## src/rtl/seg7_scan_display_pkg.sv

```systemverilog
// Segment glyphs and the per-frame input snapshot shared by the scan display.
// Glyphs are 7-bit {g,f,e,d,c,b,a}, active-low; the decimal point is added by the top.
package seg7_scan_display_pkg;

  localparam logic [6:0] SEG_0     = 7'h40;
  localparam logic [6:0] SEG_1     = 7'h79;
  localparam logic [6:0] SEG_2     = 7'h24;
  localparam logic [6:0] SEG_3     = 7'h30;
  localparam logic [6:0] SEG_4     = 7'h19;
  localparam logic [6:0] SEG_5     = 7'h12;
  localparam logic [6:0] SEG_6     = 7'h02;
  localparam logic [6:0] SEG_7     = 7'h78;
  localparam logic [6:0] SEG_8     = 7'h00;
  localparam logic [6:0] SEG_9     = 7'h10;
  localparam logic [6:0] SEG_E     = 7'h06;
  localparam logic [6:0] SEG_D     = 7'h21;
  localparam logic [6:0] SEG_DASH  = 7'h3F;
  localparam logic [6:0] SEG_BLANK = 7'h7F;

  localparam logic [2:0] LAST_IDX = 3'd5;

  typedef struct packed {
    logic [3:0] hour_h;
    logic [3:0] hour_l;
    logic [3:0] min_h;
    logic [3:0] min_l;
    logic [3:0] sec_h;
    logic [3:0] sec_l;
    logic [2:0] day;
    logic       disp_day;
    logic       adj_day;
    logic       adj_hour;
    logic       adj_min;
  } snap_t;

endpackage

```

## src/rtl/seg7_scan_display_bcd_to_seg7.sv

```systemverilog
// BCD digit to active-low 7-segment glyph; non-decimal codes render as 'E'.
// Purely combinational, no backpressure.
module bcd_to_seg7
  import seg7_scan_display_pkg::*;
(
  input  logic [3:0] bcd_i,
  output logic [6:0] seg_n_o
);

  always_comb begin
    case (bcd_i)
      4'd0:    seg_n_o = SEG_0;
      4'd1:    seg_n_o = SEG_1;
      4'd2:    seg_n_o = SEG_2;
      4'd3:    seg_n_o = SEG_3;
      4'd4:    seg_n_o = SEG_4;
      4'd5:    seg_n_o = SEG_5;
      4'd6:    seg_n_o = SEG_6;
      4'd7:    seg_n_o = SEG_7;
      4'd8:    seg_n_o = SEG_8;
      4'd9:    seg_n_o = SEG_9;
      default: seg_n_o = SEG_E;
    endcase
  end

endmodule

```

## src/rtl/seg7_scan_display.sv

```systemverilog
// 6-digit multiplexed 7-segment driver: time HH.MM.SS or day "d-   N", frame snapshot, dead-time, field blink.
// Outputs registered one cycle behind the scan counters; free-running, no backpressure.
module seg7_scan_display
  import seg7_scan_display_pkg::*;
#(
  parameter int CLK_HZ   = 50_000_000,
  parameter int SCAN_HZ  = 1_000,
  parameter int DEAD_CYC = 64,
  parameter int BLINK_HZ = 2
) (
  input  logic       CLK,
  input  logic       Rstn,
  input  logic [3:0] SecH,
  input  logic [3:0] SecL,
  input  logic [3:0] MinH,
  input  logic [3:0] MinL,
  input  logic [3:0] HourH,
  input  logic [3:0] HourL,
  input  logic [2:0] Day,
  input  logic       DispDay,
  input  logic       AdjustDay,
  input  logic       AdjustHour,
  input  logic       AdjustMin,
  output logic [7:0] SEG_n,
  output logic [5:0] DIG_n
);

  localparam int SCAN_DIV  = CLK_HZ / SCAN_HZ;
  localparam int BLINK_DIV = CLK_HZ / (2 * BLINK_HZ);
  localparam int CW = (SCAN_DIV > 1) ? $clog2(SCAN_DIV) : 1;
  localparam int BW = (BLINK_DIV > 1) ? $clog2(BLINK_DIV) : 1;
  localparam logic [CW-1:0] CNT_LAST   = CW'(SCAN_DIV - 1);
  localparam logic [CW-1:0] DEAD       = CW'(DEAD_CYC);
  localparam logic [BW-1:0] BLINK_LAST = BW'(BLINK_DIV - 1);

  logic [CW-1:0] cnt_q, cnt_d;
  logic [2:0]    idx_q, idx_d;
  logic [BW-1:0] bcnt_q, bcnt_d;
  logic          blank_q, blank_d;
  snap_t         snap_q, snap_d;
  logic [7:0]    seg_q, seg_d;
  logic [5:0]    dig_q, dig_d;

  logic          slot_end;
  logic [3:0]    nib;
  logic [6:0]    dec_seg;
  logic [6:0]    glyph;
  logic          dp_n;
  logic          blink;

  assign slot_end = (cnt_q == CNT_LAST);

  always_comb begin
    cnt_d   = slot_end ? '0 : cnt_q + 1'b1;
    idx_d   = idx_q;
    if (slot_end) idx_d = (idx_q == LAST_IDX) ? 3'd0 : idx_q + 3'd1;
    bcnt_d  = (bcnt_q == BLINK_LAST) ? '0 : bcnt_q + 1'b1;
    blank_d = (bcnt_q == BLINK_LAST) ? ~blank_q : blank_q;
    // Latch at the very end of the frame so all six digits come from one coherent sample.
    snap_d  = snap_q;
    if (slot_end && idx_q == LAST_IDX) begin
      snap_d.hour_h   = HourH;
      snap_d.hour_l   = HourL;
      snap_d.min_h    = MinH;
      snap_d.min_l    = MinL;
      snap_d.sec_h    = SecH;
      snap_d.sec_l    = SecL;
      snap_d.day      = Day;
      snap_d.disp_day = DispDay;
      snap_d.adj_day  = AdjustDay;
      snap_d.adj_hour = AdjustHour;
      snap_d.adj_min  = AdjustMin;
    end
  end

  always_comb begin
    case (idx_q)
      3'd0:    nib = snap_q.sec_l;
      3'd1:    nib = snap_q.sec_h;
      3'd2:    nib = snap_q.min_l;
      3'd3:    nib = snap_q.min_h;
      3'd4:    nib = snap_q.hour_l;
      3'd5:    nib = snap_q.hour_h;
      default: nib = 4'd0;
    endcase
    if (snap_q.disp_day) nib = {1'b0, snap_q.day};
  end

  bcd_to_seg7 u_dec (
    .bcd_i   (nib),
    .seg_n_o (dec_seg)
  );

  always_comb begin
    glyph = dec_seg;
    dp_n  = 1'b1;
    blink = 1'b0;
    if (snap_q.disp_day) begin
      case (idx_q)
        3'd5:    glyph = SEG_D;
        3'd4:    glyph = SEG_DASH;
        3'd0:    glyph = dec_seg;
        default: glyph = SEG_BLANK;
      endcase
      blink = snap_q.adj_day && (idx_q == 3'd0);
    end else begin
      dp_n  = !(idx_q == 3'd2 || idx_q == 3'd4);
      blink = (snap_q.adj_hour && idx_q >= 3'd4) ||
              (snap_q.adj_min && (idx_q == 3'd2 || idx_q == 3'd3));
    end

    // Dead-time at slot start lets the previous digit's drivers turn off before the next one lights.
    if (cnt_q < DEAD) begin
      seg_d = 8'hFF;
      dig_d = 6'h3F;
    end else begin
      dig_d = ~(6'b1 << idx_q);
      seg_d = (blink && blank_q) ? 8'hFF : {dp_n, glyph};
    end
  end

  always_ff @(posedge CLK or negedge Rstn) begin
    if (!Rstn) begin
      cnt_q   <= '0;
      idx_q   <= 3'd0;
      bcnt_q  <= '0;
      blank_q <= 1'b0;
      snap_q  <= '0;
      seg_q   <= 8'hFF;
      dig_q   <= 6'h3F;
    end else begin
      cnt_q   <= cnt_d;
      idx_q   <= idx_d;
      bcnt_q  <= bcnt_d;
      blank_q <= blank_d;
      snap_q  <= snap_d;
      seg_q   <= seg_d;
      dig_q   <= dig_d;
    end
  end

  assign SEG_n = seg_q;
  assign DIG_n = dig_q;

endmodule
```

## config.mk

```make
export PLATFORM = sky130hd
export DESIGN_NAME = seg7_scan_display
export DESIGN_NICKNAME = d
export VERILOG_FILES = /design/src/rtl/seg7_scan_display_pkg.sv /design/src/rtl/seg7_scan_display_bcd_to_seg7.sv /design/src/rtl/seg7_scan_display.sv
export SDC_FILE = /design/constraint.sdc
export NUM_CORES = 1
export LEC_CHECK = 0
export CORE_MARGIN = 1
export CORE_UTILIZATION = 50
export DETAILED_ROUTE_END_ITERATION = 10
export PLACE_DENSITY = 0.69
export SYNTH_ARGS = -nofsm -noshare
export SYNTH_HDL_FRONTEND = slang
export SYNTH_SLANG_ARGS = --single-unit
export TNS_END_PERCENT = 30
```

## constraint.sdc

```tcl
create_clock -name CLK -period 3.24 [get_ports CLK]
set_input_delay 0.486 -clock CLK [delete_from_list [all_inputs] [get_ports CLK]]
set_output_delay 0.486 -clock CLK [all_outputs]
set_load 0.05 [all_outputs]
```

======== Yosys cells after proc, flatten, opt, wreduce, memory -nomap -nowiden ========
Memory sizes are Yosys's and may differ from the RTL's.
Index checks and enable logic that the tools add are counted.
word-level totals
  output and inout bits ................... 14
  input bits .............................. 33
  logic and storage cells ................. 55
  register bits after elaboration ......... 89
  bits in read-only memories .............. 112
  memories kept ........................... 1
cells by class
  equal/unequal tests ..................... 7
  bitwise gates (word level) .............. 2
  magnitude comparators ................... 2
  add/subtract/negate cells ............... 3
  reduce and logical (&&, ||, !) cells .... 10
  shift-type cells ........................ 1
  muxes and demuxes ....................... 12
memories
  memory            depth  bits a word  read ports  clocked after Yosys merged registers in  wr ports  RTL line                             source
  (name not given)  16     7            1           0                                        0         seg7_scan_display_bcd_to_seg7.sv:11  case (bcd_i)
operators with widths
  operator                                                                       number
  24-bit by 1-bit adder with 24-bit output, second input constant                1
  24-bit == test, second input constant                                          1
  24-bit 2-to-1 mux                                                              1
  4-bit case mux with 6 select lines                                             1
  7-bit case mux with 3 select lines                                             1
  16-bit by 1-bit adder with 16-bit output, second input constant                1
  16-bit == test, second input constant                                          1
  16-bit by 7-bit less-than comparator with 1-bit output, second input constant  1
  16-bit 2-to-1 mux                                                              1
  8-bit 2-to-1 mux                                                               2
  7-bit 2-to-1 mux                                                               1
  3-bit by 2-bit == test with 1-bit output, second input constant                2
  3-bit == test, second input constant                                           2
  6-bit 2-to-1 mux                                                               1
  6-bit NOT                                                                      1
  1-bit by 3-bit << shifter with 6-bit output, first input constant              1
  1-bit logical AND                                                              5
  4-bit 2-to-1 mux                                                               1
  3-bit by 1-bit adder with 3-bit output, second input constant                  1
  3-bit by 1-bit == test with 1-bit output, second input constant                1
  3-bit >= comparator, second input constant                                     1
  3-bit logical NOT                                                              1
  1-bit logical OR                                                               3
  3-bit 2-to-1 mux                                                               1
  other kinds (3)                                                                4

======== Depth between registers and ports, before layout ========
  depth in word-level cells ............... 8
  mapped depth ............................ 9
  mapped depth without buffers ............ 7

======== By module ========
Synthesis repeated with hierarchy kept, for this count alone.
second synthesis, totals
  cells, all modules ...................... 394
  area total of the unflattened synthesis .. 4480.5 µm²
by module, submodules not included
  module             times used  area each (µm²)  cells each  seq. area each (µm²)
  seg7_scan_display  1           4294.1           367         2244.7
  bcd_to_seg7        1           186.4            27          0.0

======== Worst setup path after synthesis ========
Ideal clock, no wire load.
  kind .................................... flip-flop to flip-flop
  start point ............................. register idx_q[2]
  end point ............................... register seg_q[6] (netlist: SEG_n[6])
  stages on the path, launching flop included .. 10
  arrival time ............................ 2268 ps
  required time ........................... 3142 ps
  clock period less this slack ............ 2367 ps
  path slack .............................. 873 ps
  setup time .............................. 98 ps
  path buffers ............................ 2
  cells stage by stage .................... dfrtp_1 buf_2 buf_2 inv_1 ha_1 inv_1 a31o_2 o211a_4 or4_1 o311ai_1
between the ends
  longest elaborated chain between the ends .. 8
  elaborated cells between the ends (all ways) .. 21
  those cells by class .................... order compare (1); eq/ne (5); mux (7); reduce/logical (7); memory (1)
ends and longest elaborated chain
  what                                                                    RTL line                                           source
  start, declared                                                         seg7_scan_display.sv:37                            logic [2:0] idx_q, idx_d;
  start signal, assigned                                                  seg7_scan_display.sv:133                           idx_q <= idx_d;
  3-bit == test (tied with other cells)                                   seg7_scan_display.sv:77, seg7_scan_display.sv:99
  4-bit case mux with 6 select lines or 1-bit logical OR (tied branches)  seg7_scan_display.sv:77, seg7_scan_display.sv:109
  4-bit 2-to-1 mux or 1-bit logical AND (tied branches)                   seg7_scan_display.sv:86, seg7_scan_display.sv:109
  memory 16 x 7 bit or 1-bit logical OR (tied branches)                   --
  7-bit case mux with 3 select lines or 1-bit 2-to-1 mux (tied branches)  seg7_scan_display.sv:99, seg7_scan_display.sv:98
  7-bit 2-to-1 mux or 1-bit logical AND (tied branches)                   seg7_scan_display.sv:98, seg7_scan_display.sv:118
  8-bit 2-to-1 mux *                                                      seg7_scan_display.sv:118                           seg_d = (blink && blank_q) ? 8'hFF : {dp_n, glyph};
  8-bit 2-to-1 mux *                                                      seg7_scan_display.sv:113                           if (cnt_q < DEAD) begin
  net seg_d[6]                                                            seg7_scan_display.sv:41                            logic [7:0] seg_q, seg_d;
  end signal, assigned                                                    seg7_scan_display.sv:137                           seg_q <= seg_d;
  end, declared                                                           seg7_scan_display.sv:41
The timed path passes the listed nets; every way through them passes the cells marked *.
A chain may end at the register's enable or synchronous reset.

======== Final worst setup path ========
  start point ............................. register idx_q[0]
  end point ............................... register seg_q[6] (netlist: SEG_n[6])
Same word-level chain as after synthesis.

==> reports/results.ini <==
[route]
drc=0
dr.pass1.iters=4
routed_wirelength_um=8071
ant_nets=0
drt_iter0_markers=167
vias_per_cell=5.571
routedWlPerCell_um=15.46
num_vias=2908

[critical_path]
cp.arrival_ns=2.90
worstSetupEndpointType=flop
crit_type=flop to flop
worst-path-max-fanout=21
critical_path_required_ns=3.49
startpoint_type=flop

[sta]
slew_headroom_pct=47.17
final_hold_viol_count=0
max_freq_ghz=0.3777
setup_viol=0
fin_crit_sh_pct=81.71
final_period_minus_worst_setup_slack_ns=2.647
finalMaxSlewViolations=0
tightest_slew_ns=0.7853
tns_ns=0
rsz0062_at_grt=false
skew_ns=0.01226
final.hold.worst_slack_ns=0.1457

[synth]
ys_types=55
synth_top_cell_by_area=dfrtp_1
synth_xor_area_share_pct=7.722
synth_top_family_by_area=simple AND/OR/NAND/NOR gates
synth_edf_count=0
ys_warn_count=0
ys_ff_latch=89
synthAdderAreaFrac_pct=1.133
avgSynthCellArea_um2=11.53
synth_top_area_share_pct=44.72
synthCells=364
synth_compound_area_share_pct=8.557
synth_top_flop_cell=dfrtp_1
synth-simple-area-share_pct=16.31
synth_nets=400
synth_area_leaders=dfrtp_1, mux2_2, dfstp_2
syn_area_um2=4197
async_flop_share_pct=100.0
seq_area_frac_synth_pct=53.49
synthMuxAreaShare_pct=10.02

[clock_tree]
clkTransAtPathRegs_ns=0.09
cts_setup_buffers=0
cts_num_sinks=89
h-tree-depth=3
numCtsBuffers=9
cts_tree=built
cts_buffer_depth=2
cts_resized=0
clk_latency_ns=0.36
cts_hold_buf=0
cts_root_buf=clkbuf_8

[final_layout]
fillCellCount=681
antennaDiodeCount=0
area_growth_pct=18.78
layout_common_cells=dfrtp_1, clkdlybuf4s50_1, mux2_2, nor2_1, nand2_1
nets=448
drive_gt1_share_pct=19.42
final_common_cell=dfrtp_1

[global_routing]
grt_start_max_net_pins=90
antenna_found_initial=0
met1_usage_pct=28.20
grt_pass1_vias=2830
gr-max-usage-layer=met2
grt.met3_usage_pct=3.171
grtUsageMet2_pct=30.21
grt_overflow=0
grt_util_all_layers_pct=19.74
grt_pass1_wl_um=13340

[die]
die_h_um=93.62
die_x_um=93.62
fp.coreArea_um2=8175
design.die.area_um2=8764
rows=33
io_pins=47
start_util_pct=51.33

[placed_design]
gp_congestion=0.8456
io_buffers=46
dp_hpwl_um=5582

[power_and_ir_drop]
ir_drop_mv=0.2174
p_per_area_nw_per_um2=425.0
power_mw=2.118
power.leakage_nw=2.091

[job]
cap_viol_max_count=0

[run_status]
status=completed

[hold_path]
holdCritPathClass=primary input to async pin

-- area by class of cell --
type / count / area (um2) / share of cell area, %
inverters: 8 / 30.03 / 0.6024
repair buffers: 52 / 515.5 / 10.34
well taps: 105 / 131.4 / 2.636
clock buffers: 10 / 137.6 / 2.761
multi-input cells: 252 / 1836 / 36.82
flip-flops and latches: 89 / 2245 / 45.03
clock inverters: 6 / 90.09 / 1.807
-- kinds of logic (layout without fill, tap and decap cells) --
family / Yosys count / count (layout)
mux: 37 / 37
fa+ha+maj: 4 / 4
compound gates: 45 / 45
xor+xnor: 37 / 37
flops: 89 / 89
simple gates: 129 / 129
buf+inv: 23 / 76
-- report_power, final --
part	internal, mW	total, mW	switching [mW]
clock	0.458	0.856	0.398
sequential	1.13	1.15	0.0149
combinational	0.0666	0.117	0.0503
total	1.66	2.12	0.463
-- per-stage QoR --
stage | setup WS [ns] | instances | cell area, um2 | util, %
2_1_floorplan | 0.8731 | 364 | 4197 | -
3_3_place_gp | 0.7479 | 506 | 4757 | 58.19
3_5_place_dp | 0.6331 | 506 | 4757 | 58.19
4_1_cts | 0.6118 | 522 | 4985 | 60.97
5_1_grt | 0.4340 | 522 | 4985 | 60.97
6_report | 0.5927 | 522 | 4985 | 60.97
-- registers in the layout, indices dropped and copies added, names as in the netlist --
| name | cells |
|---|---|
| bcnt_q | 24 |
| DIG_n | 6 |
| SEG_n | 8 |
| blank_q | 1 |
| idx_q | 3 |
| snap_q | 31 |
| cnt_q | 16 |
-- final timing paths --
kind                          start    endpoint  slack, ns  cells past startpoint
min in group CLK           cnt_q[0]    cnt_q[0]       0.49                      1
hold / removal                 Rstn    cnt_q[9]       0.15                      2
hold reg to reg            cnt_q[0]    cnt_q[0]       0.49                      1
max in group asynchronous      Rstn  snap_q[28]       2.73                      2
setup reg to reg           idx_q[0]    SEG_n[6]       0.59                      7
setup / recovery           idx_q[0]    SEG_n[6]       0.59                      7
-- Yosys cell counts (all sizes together), types with 2 or more instances --
| cell | instances |
|---|---|
| and3 | 4 |
| xnor2 | 21 |
| xor2 | 16 |
| nand3 | 16 |
| a222oi | 4 |
| nand2 | 25 |
| a211oi | 2 |
| a21o | 2 |
| dfrtp | 75 |
| o211ai | 4 |
| o311ai | 4 |
| dfstp | 14 |
| or4 | 2 |
| nor4 | 5 |
| o211a | 3 |
| ha | 3 |
| clkbuf | 5 |
| buf | 10 |
| inv | 8 |
| a31oi | 3 |
| a311oi | 2 |
| o21ai | 7 |
| or3 | 3 |
| a211o | 3 |
| nand4 | 8 |
| nor3 | 10 |
| nand3b | 7 |
| nor2 | 35 |
| and2 | 2 |
| nor2b | 5 |
| a21oi | 4 |
| mux2 | 37 |
-- worst max-delay path: stages, from the launching register on --
cell and delay (ns):
dfrtp_1 0.73, and2_1 0.22, ha_1 0.29, inv_1 0.07
a31o_2 0.31, o211a_4 0.29, or4_1 0.53, o311ai_1 0.12
-- per-layer routing --
metal	up-vias	share of wire, %
li1	1399	-
met3	15	3.5
met4	0	1.8
met5	-	0
met2	61	45
met1	1433	50
Note: power is estimated with default switching activity, not from simulation.
